## src/rtl/color_pkg.sv

```systemverilog
// Shared constants and types for the colour-generator phase path.
package color_pkg;
  localparam int          PHASE_W    = 16;
  localparam int          SINCOS_W   = 32;
  localparam logic [15:0] PI_Q13     = 16'h6487;
  localparam logic [16:0] TWO_PI_Q13 = 17'hC90E;

  typedef logic signed [PHASE_W-1:0] phase_t;
endpackage

```

## src/rtl/cordic_phase_arbiter_tag_delay_line.sv

```systemverilog
// Fixed-depth shift register for {valid, id} tags; every stage is exposed so
// the owner can tell whether anything is still in flight.
module tag_delay_line #(
  parameter int DEPTH = 20,
  parameter int W     = 2
) (
  input  logic                      clk,
  input  logic                      rst_n,
  input  logic [W-1:0]              d_i,
  output logic [DEPTH-1:0][W-1:0]   taps_o,
  output logic [W-1:0]              q_o
);
  logic [DEPTH-1:0][W-1:0] pipe_q;

  always_ff @(posedge clk or negedge rst_n) begin
    if (!rst_n) begin
      pipe_q <= '0;
    end else begin
      pipe_q[0] <= d_i;
      for (int i = 1; i < DEPTH; i++) pipe_q[i] <= pipe_q[i-1];
    end
  end

  assign taps_o = pipe_q;
  assign q_o    = pipe_q[DEPTH-1];
endmodule

```

## src/rtl/cordic_phase_arbiter.sv

```systemverilog
// Round-robin sharing of one pipelined CORDIC sin/cos core among NUM_REQ
// requesters, with phase wrap into [-PI, PI] and tag-based result routing.
module cordic_phase_arbiter
  import color_pkg::*;
#(
  parameter int NUM_REQ = 2,
  parameter int LATENCY = 20,
  parameter int RAW_W   = 19
) (
  input  logic                       clk,
  input  logic                       rst_n,
  input  logic [NUM_REQ-1:0]         req_valid,
  input  logic [NUM_REQ*RAW_W-1:0]   req_phase,
  output logic [NUM_REQ-1:0]         req_ready,
  output logic                       cordic_valid,
  output logic [PHASE_W-1:0]         cordic_phase,
  input  logic [SINCOS_W-1:0]        cordic_dout,
  output logic [NUM_REQ-1:0]         resp_valid,
  output logic [SINCOS_W-1:0]        resp_sincos,
  output logic                       busy,
  output logic                       wrap_err
);
  localparam int ID_W  = (NUM_REQ > 1) ? $clog2(NUM_REQ) : 1;
  localparam int TAG_W = ID_W + 1;
  localparam int EXT_W = RAW_W + 2;

  localparam logic signed [EXT_W-1:0] PI_E     = EXT_W'(PI_Q13);
  localparam logic signed [EXT_W-1:0] TWO_PI_E = EXT_W'(TWO_PI_Q13);
  localparam logic signed [EXT_W-1:0] NEG_PI_E = -PI_E;

  logic [ID_W-1:0]            rr_q, rr_d;
  logic [NUM_REQ-1:0]         grant;
  logic                       gnt_any;
  logic [ID_W-1:0]            gnt_id;
  logic signed [RAW_W-1:0]    raw;
  int                         ix;

  logic signed [EXT_W-1:0]    p_ext, p_cor, p_wr;
  logic                       clamp;

  logic                       cv_q;
  phase_t                     ph_q;
  logic [TAG_W-1:0]           tag_q;
  logic                       err_q;
  logic [NUM_REQ-1:0]         rv_q;
  logic [SINCOS_W-1:0]        sc_q;

  logic [LATENCY-1:0][TAG_W-1:0] dl_taps;
  logic [TAG_W-1:0]           dl_tag;
  logic                       dl_any;

  // Search starts at rr_ptr and wraps; first valid requester wins.
  always_comb begin
    grant   = '0;
    gnt_any = 1'b0;
    gnt_id  = '0;
    raw     = '0;
    rr_d    = rr_q;
    ix      = 0;
    for (int k = 0; k < NUM_REQ; k++) begin
      ix = int'(rr_q) + k;
      if (ix >= NUM_REQ) ix = ix - NUM_REQ;
      if (!gnt_any && req_valid[ix]) begin
        gnt_any   = 1'b1;
        grant[ix] = 1'b1;
        gnt_id    = ID_W'(ix);
        raw       = req_phase[ix*RAW_W +: RAW_W];
        rr_d      = (ix == NUM_REQ-1) ? '0 : ID_W'(ix + 1);
      end
    end
  end

  // One 2PI correction; anything still out of range came from beyond +/-3PI.
  always_comb begin
    p_ext = EXT_W'(raw);
    if (p_ext > PI_E)          p_cor = p_ext - TWO_PI_E;
    else if (p_ext < NEG_PI_E) p_cor = p_ext + TWO_PI_E;
    else                       p_cor = p_ext;
    clamp = 1'b0;
    p_wr  = p_cor;
    if (p_cor > PI_E) begin
      p_wr  = PI_E;
      clamp = 1'b1;
    end else if (p_cor < NEG_PI_E) begin
      p_wr  = NEG_PI_E;
      clamp = 1'b1;
    end
  end

  always_ff @(posedge clk or negedge rst_n) begin
    if (!rst_n) begin
      rr_q  <= '0;
      cv_q  <= 1'b0;
      ph_q  <= '0;
      tag_q <= '0;
      err_q <= 1'b0;
    end else begin
      rr_q  <= rr_d;
      cv_q  <= gnt_any;
      tag_q <= {gnt_any, gnt_id};
      if (gnt_any) ph_q <= phase_t'(p_wr[PHASE_W-1:0]);
      if (gnt_any && clamp) err_q <= 1'b1;
    end
  end

  tag_delay_line #(.DEPTH(LATENCY), .W(TAG_W)) u_tag_dl (
    .clk    (clk),
    .rst_n  (rst_n),
    .d_i    (tag_q),
    .taps_o (dl_taps),
    .q_o    (dl_tag)
  );

  always_ff @(posedge clk or negedge rst_n) begin
    if (!rst_n) begin
      rv_q <= '0;
      sc_q <= '0;
    end else begin
      rv_q <= dl_tag[ID_W] ? (NUM_REQ'(1) << dl_tag[ID_W-1:0]) : '0;
      if (dl_tag[ID_W]) sc_q <= cordic_dout;
    end
  end

  always_comb begin
    dl_any = 1'b0;
    for (int i = 0; i < LATENCY; i++) dl_any = dl_any | dl_taps[i][ID_W];
  end

  assign req_ready    = grant;
  assign cordic_valid = cv_q;
  assign cordic_phase = ph_q;
  assign resp_valid   = rv_q;
  assign resp_sincos  = sc_q;
  assign wrap_err     = err_q;
  assign busy         = tag_q[ID_W] | dl_any | (|rv_q);
endmodule

```

## config.mk

```make
export PLATFORM = sky130hd
export DESIGN_NAME = cordic_phase_arbiter
export DESIGN_NICKNAME = d
export VERILOG_FILES = /design/src/rtl/color_pkg.sv /design/src/rtl/cordic_phase_arbiter_tag_delay_line.sv /design/src/rtl/cordic_phase_arbiter.sv
export SDC_FILE = /design/constraint.sdc
export NUM_CORES = 1
export LEC_CHECK = 0
export CORE_ASPECT_RATIO = 0.9
export CORE_UTILIZATION = 46
export CTS_CLUSTER_SIZE = 20
export DETAILED_ROUTE_END_ITERATION = 10
export DONT_BUFFER_PORTS = 1
export PLACE_DENSITY = 0.65
export SLEW_MARGIN = 25
export SYNTH_ARGS = -nofsm -noshare
export SYNTH_HDL_FRONTEND = slang
export SYNTH_SLANG_ARGS = --single-unit
```

## constraint.sdc

```tcl
create_clock -name clk -period 6.75 [get_ports clk]
set_clock_uncertainty 0.05 [all_clocks]
set_input_delay 0.3375 -clock clk [delete_from_list [all_inputs] [get_ports clk]]
set_output_delay 0.3375 -clock clk [all_outputs]
set_load 0.01 [all_outputs]
```

* Word-level counts from Yosys, hierarchy flattened *
Cells that the tools add are included.
Widths: inputs -> output; s select.

word-level totals
  input port bits = 74
  output and inout port bits = 55
  word-level logic and storage cells = 111
  bits in registers = 95

cells by class
  add/subtract/negate cells = 7
  reduce and logical (&&, ||, !) cells = 7
  bitwise operators = 22
  mux-type cells = 31
  magnitude comparators = 10
  $mul = 2
  eq/ne operators = 2
  shifts and indexed selects = 3

operators by type and width
  operator                number
  $shiftx 38x32->19       2
  $eq 32x2->1 const B     2
  $ge 32x1->1 const B     2
  $lt 32x3->1 const B     2
  $mul 32x6->32 const B   2
  $mux 32                 2
  $mux 21                 2
  $mux 19                 2
  $mux 16                 2
  $gt 21x16->1 const B    1
  $lt 21x16->1 const B    1
  $or 1x1->1              21
  $add 19x17->20 const B  1
  $sub 19x17->20 const B  1
  $gt 19x16->1 const B    1
  $lt 19x16->1 const B    1
  $mux 1                  18
  $mux 2                  3
  $logic_and 1x1->1       4
  $sub 1x2->3 const B     1
  $sub 2x2->3 const B     1
  $add 1x1->1 const B     2
  $add 1x1->2 const B     1
  $demux 1 s1             2
  7 further kinds         7

* Logic depth before layout (Yosys ltp) *
  depth after elaboration = 21
  mapped depth = 17
  depth with buffers taken out = 15

* Modules after synthesis *
A second synthesis with hierarchy kept.

unflattened totals
  cell total of the unflattened synthesis = 418
  area total of the unflattened synthesis = 4815.9 um^2

by module, submodules not included
  module                area each (um^2)  instances  cells an instance  seq. area each (um^2)
  cordic_phase_arbiter  3799.9            1          376                1351.3
  tag_delay_line        1016.0            1          42                 1001.0

* Worst setup path after synthesis *
OpenSTA, ideal clock, no wires.

  path type = input port to flip-flop
  from = input port req_valid[1]
  to = register ph_q[10] (netlist: cordic_phase[10])
  buffers on the path = 2
  stages on the path = 15
  slack = 2.948 ns
  required time = 6.574 ns
  arrival = 3.626 ns
  cell sequence = buf_2 -> a21boi_4 -> buf_6 -> a22o_2 -> clkinv_1 -> ha_1 -> a2111oi_4 -> o21ai_2 -> o31ai_4 -> o32ai_2 -> xnor2_1 -> a21bo_2 -> a41oi_2 -> nor2_1 -> a221o_1

on the way
  longest elaborated chain between the ends = 13
  elaborated cells between the ends (all ways) = 22
  classes of those cells = add/sub (2); order compare (4); mux (14); reduce/logical (2)

ends and longest elaborated chain
  what                                                   RTL line                     RTL
  start, declared                                        cordic_phase_arbiter.sv:12   input logic [NUM_REQ-1:0] req_valid,
  $mux 1 (implied by the code) (3 in a row)              cordic_phase_arbiter.sv:63   if (!gnt_any && req_valid[ix]) begin
  $mux 1                                                 cordic_phase_arbiter.sv:63
  $logic_not 1->1                                        cordic_phase_arbiter.sv:63
  $logic_and 1x1->1                                      cordic_phase_arbiter.sv:63
  $mux 19                                                cordic_phase_arbiter.sv:63
  $add 19x17->20 / $lt 19x16->1 (equally long branches)  cordic_phase_arbiter.sv:77   else if (p_ext < NEG_PI_E) p_cor = p_ext + TWO_PI_E;
  $mux 21                                                cordic_phase_arbiter.sv:77
  $mux 21                                                cordic_phase_arbiter.sv:76   if (p_ext > PI_E) p_cor = p_ext - TWO_PI_E;
  $lt 21x16->1                                           cordic_phase_arbiter.sv:84   end else if (p_cor < NEG_PI_E) begin
  $mux 16                                                cordic_phase_arbiter.sv:84
  $mux 16                                                cordic_phase_arbiter.sv:81   if (p_cor > PI_E) begin
  end signal, assigned                                   cordic_phase_arbiter.sv:101  if (gnt_any) ph_q <= phase_t'(p_wr[PHASE_W-1:0]);
  end, declared                                          cordic_phase_arbiter.sv:42   phase_t ph_q;

Parallel ways exist; a longest one is shown, timed or not. The select of a mux whose other input is x is not followed.
A chain may end at the register's enable or synchronous reset.

* Worst setup path in the final report *
  from = register rr_q
  to = register ph_q[14] (netlist: cordic_phase[14])

on the way
  longest elaborated chain between the ends = 15
  elaborated cells between the ends (all ways) = 33
  classes of those cells = add/sub (5); mul (2); order compare (6); shift (2); mux (16); reduce/logical (2)

ends and longest elaborated chain
  what                                                                    RTL line                    RTL
  start, declared                                                         cordic_phase_arbiter.sv:31  logic [ID_W-1:0] rr_q, rr_d;
  start signal, assigned                                                  cordic_phase_arbiter.sv:98  rr_q <= rr_d;
  parallel branches: the longest is 15 deep, another holds $mul 32x6->32  -

Several ways; the timed one is not identified. The select of a mux whose other input is x is not followed.

==> PnR_summary.wiki <==
{| class="wikitable"
! Metric !! Value
|-
| Length of the first detailed-routing pass in iterations || 5
|-
| Start-to-end type of the worst setup path || reg -> reg
|-
| Area of the placeable core || 9290 sq um
|-
| Number of DRC markers after the initial detailed-route iteration || 162
|-
| Number of clock sinks seen by CTS || 94
|-
| Worst path cell trace || a21boi_4, a32oi_1, or3_1, a2111oi_4, o21ai_2, o31ai_4, o32ai_2, xnor2_1, o311a_1, o41ai_4, o22a_1
|-
| Number of setup buffers added after CTS || 0
|-
| Sequential area share after synthesis || 52.2%
|-
| Category of the worst setup path launch point || flop
|-
| Adder-Cell Fraction of Synth Area || 0.556%
|-
| Synthesized instance count || 378
|-
| Crit end category || flop
|-
| Top cells by instance count after synthesis || sky130_fd_sc_hd__dfrtp_1 (94), sky130_fd_sc_hd__mux2_2 (32), sky130_fd_sc_hd__nand2_1 (30), sky130_fd_sc_hd__nor2_1 (23), sky130_fd_sc_hd__o21ai_0 (15)
|-
| Dominant combinational cell family by area after synthesis || compound AO/OA/AOI/OAI gates
|-
| Hold Fails Final Rpt || 0
|-
| Required time of the worst setup path || 6.99 ns
|-
| Final TNS setup || 0 ns
|-
| Timing startpoint of the critical path || rr_q
|-
| Portion of netlist area occupied by mux cells || 8.00%
|-
| Antenna violations before repair || 0
|-
| Wire length of the first global-routing pass || 15700 um
|-
| Port bufs || 0
|-
| Fraction of synthesized cell area in xor and xnor cells || 3.31%
|-
| Slew headroom || 35.7%
|-
| Chip Height || 95.9 um
|-
| Gp weighted congestion || 0.874
|-
| Post-synth cell types || 71
|-
| Starting density of the core || 48.5%
|-
| Count of placed standard cells in the final layout, fillers left out || 501
|-
| Startpoint of the lowest-slack hold path || cordic_dout[19]
|-
| Largest driver fanout on the critical path || 26
|-
| Top layer in use || met4
|-
| Routed length per placed instance || 19.7 um
|-
| Post-route cell area || 4790 sq um
|-
| Overall routing resource usage || 20.0%
|-
| IR drop worst, VDD || 113 uV
|-
| Residual antenna-violating net count after detailed routing || 0
|-
| Synthesized netlist net count || 454
|-
| Final Routed Wirelength || 9850 um
|-
| Synth Cell Area || 4500 sq um
|-
| Max Root-Sink Buffers || 2
|-
| Reg2reg start || rr_q
|-
| Synth async-reset ratio || 100%
|-
| Yosys warnings || 0
|-
| Cell type with the highest aggregate area in the netlist || sky130_fd_sc_hd__dfrtp_1
|-
| Area of the die || 10200 sq um
|-
| CTS clk-pin slew, worst paths || 0.10 ns
|-
| Cell area after placement || 4540 sq um
|-
| Overflow after GRT || 0
|-
| Maximum clock frequency || 0.201 GHz
|-
| Pin count of the biggest net entering global routing || 95
|-
| Vias || 3091
|-
| Complex-gate fraction of the synthesized area || 20.8%
|-
| Worst min-delay path class || in -> reg
|-
| Data arrival, critical path || 5.21 ns
|-
| Quantity of gates resized following cts || 0
|-
| Layout area overhead || 6.28%
|-
| Placement Rows || 33
|-
| Maximum Capacitance Violations || 0
|-
| Outcome || complete, no violations
|-
| Slowest stage cell on the critical path || sky130_fd_sc_hd__o41ai_4
|-
| Number of synthesized flops with an enable pin || 0
|-
| Core utilization of the finished layout || 51.5%
|-
| Most repeated cell in the gate-level netlist after synthesis || sky130_fd_sc_hd__dfrtp_1
|-
| Remaining design rule violation count || 0
|-
| Sum of met3 wire segment lengths after detailed routing || 829 um
|-
| Yosys top cell area share || 52.2%
|-
| CTS buffer count || 9
|-
| Horizontal die dimension || 106 um
|-
| Clock latency reported for the late side of the worst-skew pair || 0.35 ns
|-
| Total power per unit cell area || 287 nW/um^2
|-
| M1 WL || 4050 um
|-
| Layout cells sized above 1 || 20.3%
|-
| Nets || 450
|-
| Setup violators final || 0
|-
| Setup repair after global routing missed its margin || no
|-
| Total count of max-transition violations in the final report || 0
|-
| Simple-gate portion of the synthesized area || 11.9%
|-
| Routed wire length on met2 || 4880 um
|-
| Prevailing post-synth register cell || sky130_fd_sc_hd__dfrtp_1
|-
| Worst-margin pin slew || 0.964 ns
|-
| Clock tree from TritonCTS || yes
|-
| Vias in the first global route || 3006
|-
| Post-layout total power || 1.37 mW
|-
| Standby leakage power || 1.84 nW
|-
| ANT cells || 0
|-
| Period utilisation layout || 73.6%
|-
| Number of I/O pins || 129
|-
| Vias per cell || 6.17
|-
| Syn avg cell area || 11.9 sq um
|-
| Clock root cell || sky130_fd_sc_hd__clkbuf_8
|-
| Seq cells post-synth || 94
|-
| Min cycle time layout || 4.97 ns
|-
| Post-detailed-placement half-perimeter wirelength || 7200 um
|-
| Maximum level of the CTS H-tree || 3
|-
| Number of cells after detailed placement || 482
|-
| CP max stage delay || 0.80 ns
|-
| Top area cells in the synthesized netlist || sky130_fd_sc_hd__dfrtp_1 (52%), sky130_fd_sc_hd__mux2_2 (8.0%), sky130_fd_sc_hd__a32oi_2 (2.5%)
|}
[area by class of cell]
type | instances | area, sq um
Clock inverter | 7 | 68.8
Sequential cell | 94 | 2350
Fill cell | 817 | 4500
Inverter | 5 | 18.8
Tap cell | 122 | 153
Multi-Input combinational cell | 260 | 2020
Clock buffer | 9 | 124
Timing Repair Buffer | 4 | 55.1
[path summary, 6_finish.rpt]
| check | endpoint | slack, ns | depth (start not counted) |
|---|---|---|---|
| max in group asynchronous | cordic_phase[7] | 5.82 | 2 |
| min | resp_sincos[19] | 0.08 | 1 |
| max reg2reg | cordic_phase[14] | 1.78 | 11 |
| max | cordic_phase[14] | 1.78 | 11 |
| min reg2reg | u_tag_dl.taps_o[10] | 0.30 | 0 |
| min in group asynchronous | u_tag_dl.taps_o[37] | 0.50 | 2 |
[metrics by stage]
stage          hold WS (ns)  worst slack, ns
6_report             0.0776             1.78
5_1_grt              0.0547             1.47
4_1_cts              0.0602             1.80
3_5_place_dp       -0.00639             1.81
3_3_place_gp       -0.00646             1.99
2_1_floorplan      -0.00809             2.95
[worst max-delay path, delay by kind of cell, from the launching register on]
family / cells / cell delay [ns]
xor+xnor: 1 / 0.22
compound gates: 9 / 3.66
simple gates: 1 / 0.52
flops: 1 / 0.45
[placed cells by master (no fill, tap or decap), types with 8 or more instances in the layout]
master and count:
sky130_fd_sc_hd__nor2_1 22, sky130_fd_sc_hd__a32oi_1 9, sky130_fd_sc_hd__mux2_2 32, sky130_fd_sc_hd__a21oi_1 8, sky130_fd_sc_hd__nor4_1 8, sky130_fd_sc_hd__dfrtp_1 94
sky130_fd_sc_hd__nand2_1 30, sky130_fd_sc_hd__nand3_1 10, sky130_fd_sc_hd__o21ai_0 15, sky130_fd_sc_hd__nor3_1 8, sky130_fd_sc_hd__clkbuf_8 9, sky130_fd_sc_hd__o21ai_1 8
sky130_fd_sc_hd__xnor2_1 12
[report_power, final]
part	internal, mW	switching (mW)	leakage [nW]
registers	0.634	0.0768	1.07
clock network	0.142	0.206	0.0907
logic	0.122	0.192	0.680
[flip-flops by register name, indices dropped and copies added, names as in the netlist]
| register | flops |
|---|---|
| cordic_phase | 16 |
| tag_q | 1 |
| u_tag_dl.taps_o | 38 |
| wrap_err | 1 |
| rr_q | 1 |
| u_tag_dl.q_o | 2 |
| resp_sincos | 32 |
| resp_valid | 2 |
| cordic_valid | 1 |
[per-layer routing]
layer  GRT usage, %  vias up
met1           24.6     1518
met2           34.2      135
met3           5.62        9
li1               -     1429
met5              0        -
met4           6.25        0
[timing repair]
action	CTS	global route
hold buffers	3	0
endpoints found under the setup margin	0	0
endpoints found under the hold margin	95	0
[kinds of logic (layout without fill, tap and decap cells)]
family                   after synthesis  in the layout
flip-flops                            94             94
buffers and inverters                 24             25
AND/OR/NAND/NOR                      105            105
multiplexers                          32             32
AO/OA/AOI/OAI                        104            104
adder cells (fa/ha/maj)                2              2
XOR/XNOR                              17             17
(Power assumes the default switching activity.)
